## config.mk

```make
export PLATFORM = sky130hd
export DESIGN_NAME = mem_responder
export DESIGN_NICKNAME = d
export VERILOG_FILES = /design/src/rtl/mem_responder.sv
export SDC_FILE = /design/constraint.sdc
export NUM_CORES = 2
export LEC_CHECK = 0
export CAP_MARGIN = 20
export CORE_MARGIN = 2
export CORE_UTILIZATION = 60
export CTS_BUF_LIST = sky130_fd_sc_hd__clkbuf_2
export CTS_CLUSTER_DIAMETER = 30
export CTS_CLUSTER_SIZE = 30
export DETAILED_ROUTE_END_ITERATION = 8
export GPL_TIMING_DRIVEN = 0
export HOLD_SLACK_MARGIN = 0.1
export MAX_ROUTING_LAYER = met4
export PLACE_DENSITY = 0.76
export SYNTH_ARGS = -nofsm -noshare
export SYNTH_HDL_FRONTEND = slang
export SYNTH_SLANG_ARGS = --single-unit
```

## constraint.sdc

```tcl
create_clock -name clock -period 5.05 [get_ports clock]
set_input_delay 1.01 -clock clock [delete_from_list [all_inputs] [get_ports clock]]
set_output_delay 1.01 -clock clock [all_outputs]
set_load 0.005 [all_outputs]
```

## src/rtl/mem_responder.sv

```systemverilog
// mem_responder: 256 x 8 single-port memory serving a strobe-based request interface.
// Defining MEM_LOADER_EN adds a byte-stream loader that fills memory before the controller runs.
module mem_responder #(
   parameter int DEPTH     = 256,
   parameter bit INIT_ZERO = 1'b0
) (
   input  logic       clock,
   input  logic       reset,
   input  logic [7:0] address,
   input  logic [7:0] to_mem,
   input  logic       mem_write,
   input  logic       mem_clock,
   output logic [7:0] from_mem,
   output logic       mem_ready
`ifdef MEM_LOADER_EN
   ,
   input  logic       load_valid,
   input  logic [7:0] load_data,
   output logic       load_ready
`endif
);

   typedef enum logic [1:0] {
      S_IDLE   = 2'd0,
      S_ACCESS = 2'd1,
      S_DONE   = 2'd2
   } state_t;

   state_t     state_q, state_d;
   logic       strobe_q, strobe_d;
   logic [7:0] addr_q, addr_d;
   logic [7:0] data_q, data_d;
   logic       wr_q, wr_d;
   logic       mem_ready_q, mem_ready_d;
   logic [7:0] from_mem_q;
   logic       req;
   logic       capture;
   logic       access_wr;
   logic       access_rd;
   logic       mem_we;
   logic [7:0] mem_waddr;
   logic [7:0] mem_wdata;
   logic       rd_en;

   // The strobe is an ordinary synchronous input; only its rising edge requests an access.
   assign req = mem_clock & ~strobe_q;

   always_ff @(posedge clock) begin
      if (reset) begin
         state_q <= S_IDLE;
      end else begin
         state_q <= state_d;
      end
   end

   always_comb begin
      state_d = state_q;
      case (state_q)
         S_IDLE:   if (req) state_d = S_ACCESS;
         S_ACCESS: state_d = S_DONE;
         S_DONE:   if (!mem_clock) state_d = S_IDLE;
         default:  state_d = S_IDLE;
      endcase
   end

   always_comb begin
      capture     = 1'b0;
      mem_ready_d = 1'b0;
      access_wr   = 1'b0;
      access_rd   = 1'b0;
      case (state_q)
         S_IDLE:   capture = req;
         S_ACCESS: begin
            mem_ready_d = 1'b1;
            access_wr   = wr_q;
            access_rd   = ~wr_q;
         end
         S_DONE:   mem_ready_d = mem_clock;
         default:  mem_ready_d = 1'b0;
      endcase
   end

   always_comb begin
      strobe_d = mem_clock;
      addr_d   = capture ? address   : addr_q;
      data_d   = capture ? to_mem    : data_q;
      wr_d     = capture ? mem_write : wr_q;
   end

   always_ff @(posedge clock) begin
      if (reset) begin
         strobe_q    <= 1'b1;
         addr_q      <= 8'h00;
         data_q      <= 8'h00;
         wr_q        <= 1'b0;
         mem_ready_q <= 1'b0;
      end else begin
         strobe_q    <= strobe_d;
         addr_q      <= addr_d;
         data_q      <= data_d;
         wr_q        <= wr_d;
         mem_ready_q <= mem_ready_d;
      end
   end

`ifdef MEM_LOADER_EN
   logic [7:0] load_ptr_q, load_ptr_d;
   logic       load_accept;

   // A controller request in the same cycle wins; the source simply holds its byte.
   assign load_ready  = (state_q == S_IDLE) & ~req;
   assign load_accept = load_valid & load_ready & ~reset;

   always_comb begin
      load_ptr_d = load_accept ? load_ptr_q + 8'd1 : load_ptr_q;
   end

   always_ff @(posedge clock) begin
      if (reset) begin
         load_ptr_q <= 8'h00;
      end else begin
         load_ptr_q <= load_ptr_d;
      end
   end
`endif

   // Controller writes and loader writes are never simultaneous (loader needs IDLE), so one port suffices.
   always_comb begin
      mem_we    = 1'b0;
      mem_waddr = addr_q;
      mem_wdata = data_q;
      if (!reset && access_wr) begin
         mem_we = 1'b1;
      end
`ifdef MEM_LOADER_EN
      else if (load_accept) begin
         mem_we    = 1'b1;
         mem_waddr = load_ptr_q;
         mem_wdata = load_data;
      end
`endif
   end

   assign rd_en = ~reset & access_rd;

   if (INIT_ZERO) begin : g_mem_zero
      logic [7:0] mem_q [DEPTH] = '{default: 8'h00};

      always_ff @(posedge clock) begin
         if (mem_we) begin
            mem_q[mem_waddr] <= mem_wdata;
         end
      end

      always_ff @(posedge clock) begin
         if (reset) begin
            from_mem_q <= 8'h00;
         end else if (rd_en) begin
            from_mem_q <= mem_q[addr_q];
         end
      end
   end else begin : g_mem_x
      logic [7:0] mem_q [DEPTH];

      always_ff @(posedge clock) begin
         if (mem_we) begin
            mem_q[mem_waddr] <= mem_wdata;
         end
      end

      always_ff @(posedge clock) begin
         if (reset) begin
            from_mem_q <= 8'h00;
         end else if (rd_en) begin
            from_mem_q <= mem_q[addr_q];
         end
      end
   end

   assign from_mem  = from_mem_q;
   assign mem_ready = mem_ready_q;

endmodule

```

==> flow_metrics.py <==
metrics = {
    "status": {
        "status": "complete, but fails checks",
        "violations": "negative setup slack",
    },
    "grt": {
        "grt_pass1_vias": 43200,
        "grt_pass1_wl_um": 372000,
        "grt_max_degree": 99,
        "overflow": 0,
        "antenna_found_initial": 23,
        "gr-usage-all-layers": 0.431,
    },
    "drt": {
        "avgViaCountPerCell": 7.32,
        "drtIter0Drc": 9666,
        "wire_per_inst_um": 45.2,
        "wl_um": 283000,
        "dr.pass1.iters": 7,
        "met2WireLength_um": 121000,
        "drc": 0,
        "routed-wl-met3_um": 51000,
        "routed-via-count": 45700,
        "wl_met1_um": 90800,
        "antenna_left": 0,
        "top_layer_used": "met4",
    },
    "timing": {
        "maxSlewViolCount": 0,
        "fin_setup_tns_ns": -48.32,
        "fmax_ghz": 0.187,
        "finalCriticalPeriod_ns": 5.34,
        "tightest_slew_ns": 1.33,
        "period_share": 1.06,
        "max_slew_margin": 0.110,
        "clock_skew_ns": 0.201,
        "rsz0062_at_grt": "yes",
        "fin_ws_ns": -0.294,
        "timing_hold_violations_final": 0,
        "setup_viol": 543,
    },
    "cts": {
        "cts_tree": "done",
        "cts.clk_slew.worst_paths_ns": 0.18,
        "clk_path_buf_depth": 4,
        "cts_made_buffers": 357,
        "cts_num_sinks": 2077,
        "cts_root_buf": "clkbuf_2",
        "cts_max_level": 5,
        "insertion_delay_ns": 1.92,
    },
    "yosys": {
        "synth_top_area_cell": "edfxtp_1",
        "synth_area_mm2": 0.0806,
        "seq_area_frac_synth": 0.770,
        "ys.flop_type": "edfxtp_1",
        "syn_avg_cell_area_um2": 21.6,
        "synth_top_area_frac": 0.763,
        "yosysMostFrequentCell": "edfxtp_1",
        "synth_cells": 3733,
        "synth_top_cells_by_area": "edfxtp_1, mux4_2, mux2i_1",
        "synth_edf_count": 2048,
        "yosys-top-cells-count": "edfxtp_1, mux4_2, nor2_1, mux2i_1, nand2_1",
        "synth-seq-cells": 2077,
        "yosysUniqueCellTypes": 61,
        "yosys_warnings": 0,
        "synthArstFlopShare": 0,
        "syn_nets": 3757,
    },
    "worst_setup_path": {
        "max_stage_delay_ns": 0.83,
        "path_common_cell": "buf_2",
        "startpoint_type": "flop",
        "path_buf_inv": 5,
        "cp_max_fo": 10,
        "cp-end-kind": "flop",
        "arrival_ns": 7.07,
        "crit_chain": "buf_2 -> buf_2 -> buf_2 -> buf_2 -> buf_2 -> mux4_2 -> nand3_1 -> nand3_1 -> nor3_1 -> o21ai_1",
        "critical_path.slowest_cell": "nor3_1",
        "crit_required_ns": 6.78,
        "crit_family": "buffers and inverters",
        "worstSetupPathType": "reg -> reg",
    },
    "placement": {
        "dp_hpwl_um": 184000,
        "dp.cells": 5572,
        "portBuffers": 28,
        "place_ws_ns": -0.738,
        "gp_congestion": 1.06,
    },
    "hold_path": {
        "worstHoldPathType": "in -> reg",
    },
    "die": {
        "core_area_mm2": 0.133,
        "initial_utilization": 0.604,
        "die_y_um": 371,
        "die_w_um": 371,
        "num_rows": 134,
        "dieArea_mm2": 0.137,
        "ios": 29,
    },
    "finish": {
        "fillers": 8528,
        "instances_no_fill": 6251,
        "layout-drive-gt1-share": 0.322,
        "nNetsFinal": 4212,
        "syn_to_final_growth_pct": 10.6,
    },
    "power": {
        "pwr-share-clk": 0.367,
        "ir_drop_uv": 240,
        "p_sw_frac": 0.253,
        "power.internal_uw": 23900,
        "total_power_uw": 32000,
        "power_leakage_uw": 0.0294,
        "switchingPower_uw": 8100,
        "seq_power_share": 0.589,
        "power_density_mw_per_mm2": 359,
        "p_comb_frac": 0.044,
    },
    "job": {
        "maxCapViolations": 0,
    },
}
placed cells by master, fill, tap and decap left out, types with 12 or more instances in the layout:
master,synthesis,layout
a21oi_1,43,43
a221oi_1,20,20
a22oi_1,45,45
and3_1,12,12
buf_16,0,20
buf_2,76,77
buf_4,35,55
buf_6,18,21
bufinv_16,0,41
clkbuf_1,77,58
clkbuf_2,0,420
clkdlybuf4s50_1,0,28
clkinv_1,0,31
clkinv_2,0,26
clkinv_4,0,28
clkinvlp_4,0,51
dfxtp_1,29,21
diode_2,0,26
dlygate4sd3_1,0,27
edfxtp_1,2048,2048
inv_6,0,37
mux2i_1,114,111
mux4_2,538,538
nand2_1,85,85
nand2b_1,13,13
nand3_1,52,49
nor2_1,280,235
nor2_2,0,45
nor2b_1,16,16
nor3_1,33,19
nor3_2,0,13
o21ai_0,27,27
o22ai_1,22,22
per-stage QoR:
| step | instance area, um2 | hold slack [ns] | utilization |
|---|---|---|---|
| after global placement | 83100 | 0.516 | 0.623 |
| after global routing | 89200 | 0.236 | 0.668 |
| after CTS | 89000 | 0.122 | 0.667 |
| after floorplan | 80600 | 0.453 | - |
| after detailed placement | 84100 | 0.529 | 0.630 |
| final | 89200 | 0.233 | 0.668 |
power groups by stage:
stage | combinational (uW) | clock (uW) | sequential (uW)
after floorplan | 562 | 0 | 19300
after global placement | 1140 | 0 | 19500
after detailed placement | 1310 | 0 | 19200
after CTS | 1330 | 11600 | 18900
after global routing | 1390 | 12400 | 18900
final | 1410 | 11800 | 18900
registers in the layout, summed over array words and instances, names as in the netlist:
signal,cells
addr_q,8
data_q,8
from_mem,8
g_mem_x.mem_q,2048
mem_ready,1
state_q,2
strobe_q,1
wr_q,1
worst reg2reg max path, delay by kind of cell (launching register included):
kind | cells | cell delay (ns)
buffers and inverters | 5 | 2.99
AND/OR/NAND/NOR | 3 | 1.16
AO/OA/AOI/OAI | 1 | 0.11
flip-flops | 1 | 0.35
multiplexers | 1 | 0.53
path summary, 6_finish.rpt:
kind                                  from           to  slack (ns)  cells after the start
worst max-delay path             addr_q[3]  from_mem[6]       -0.29                     10
worst min-delay path             to_mem[4]    data_q[4]        0.23                      4
worst max register to register   addr_q[3]  from_mem[6]       -0.29                     10
worst min register to register  state_q[0]   state_q[0]        0.62                      2
per-layer routing:
| metal | vias to the layer above | GRT usage |
|---|---|---|
| met3 | 862 | 0.196 |
| met4 | 0 | 0.257 |
| met5 | - | - |
| li1 | 16800 | - |
| met2 | 4838 | 0.579 |
| met1 | 23300 | 0.540 |
repair_timing:
action                                 4_1_cts  5_1_grt
setup endpoints to repair                 1212      284
gates resized for setup                     40       33
buffers inserted                             0        0
endpoints found under the hold margin       21        0
hold buffers                                27        0
area by class of cell:
| class | count | area, um2 | share of cell area |
|---|---|---|---|
| antenna | 26 | 65.1 | 0.000729 |
| buffer | 221 | 1260 | 0.0142 |
| clock buffer | 402 | 2010 | 0.0226 |
| clock inverter | 226 | 2540 | 0.0285 |
| inverter | 8 | 30.0 | 0.000337 |
| multi-input combinational | 1423 | 17600 | 0.197 |
| sequential | 2077 | 62100 | 0.696 |
| tap | 1768 | 2210 | 0.0248 |
| timing repair buffer | 100 | 1380 | 0.0154 |
cell families (layout without fill, tap and decap cells):
family                   Yosys count  count (layout)  synth area share
AND/OR/NAND/NOR                  525             525            0.0284
buffers and inverters            233             957            0.0153
adder cells (fa/ha/maj)            4               4          0.000621
multiplexers                     661             661             0.166
flip-flops                      2077            2077             0.770
AO/OA/AOI/OAI                    233             233            0.0202
other                              0              26                 0
Power figures use the tool's default switching activity.
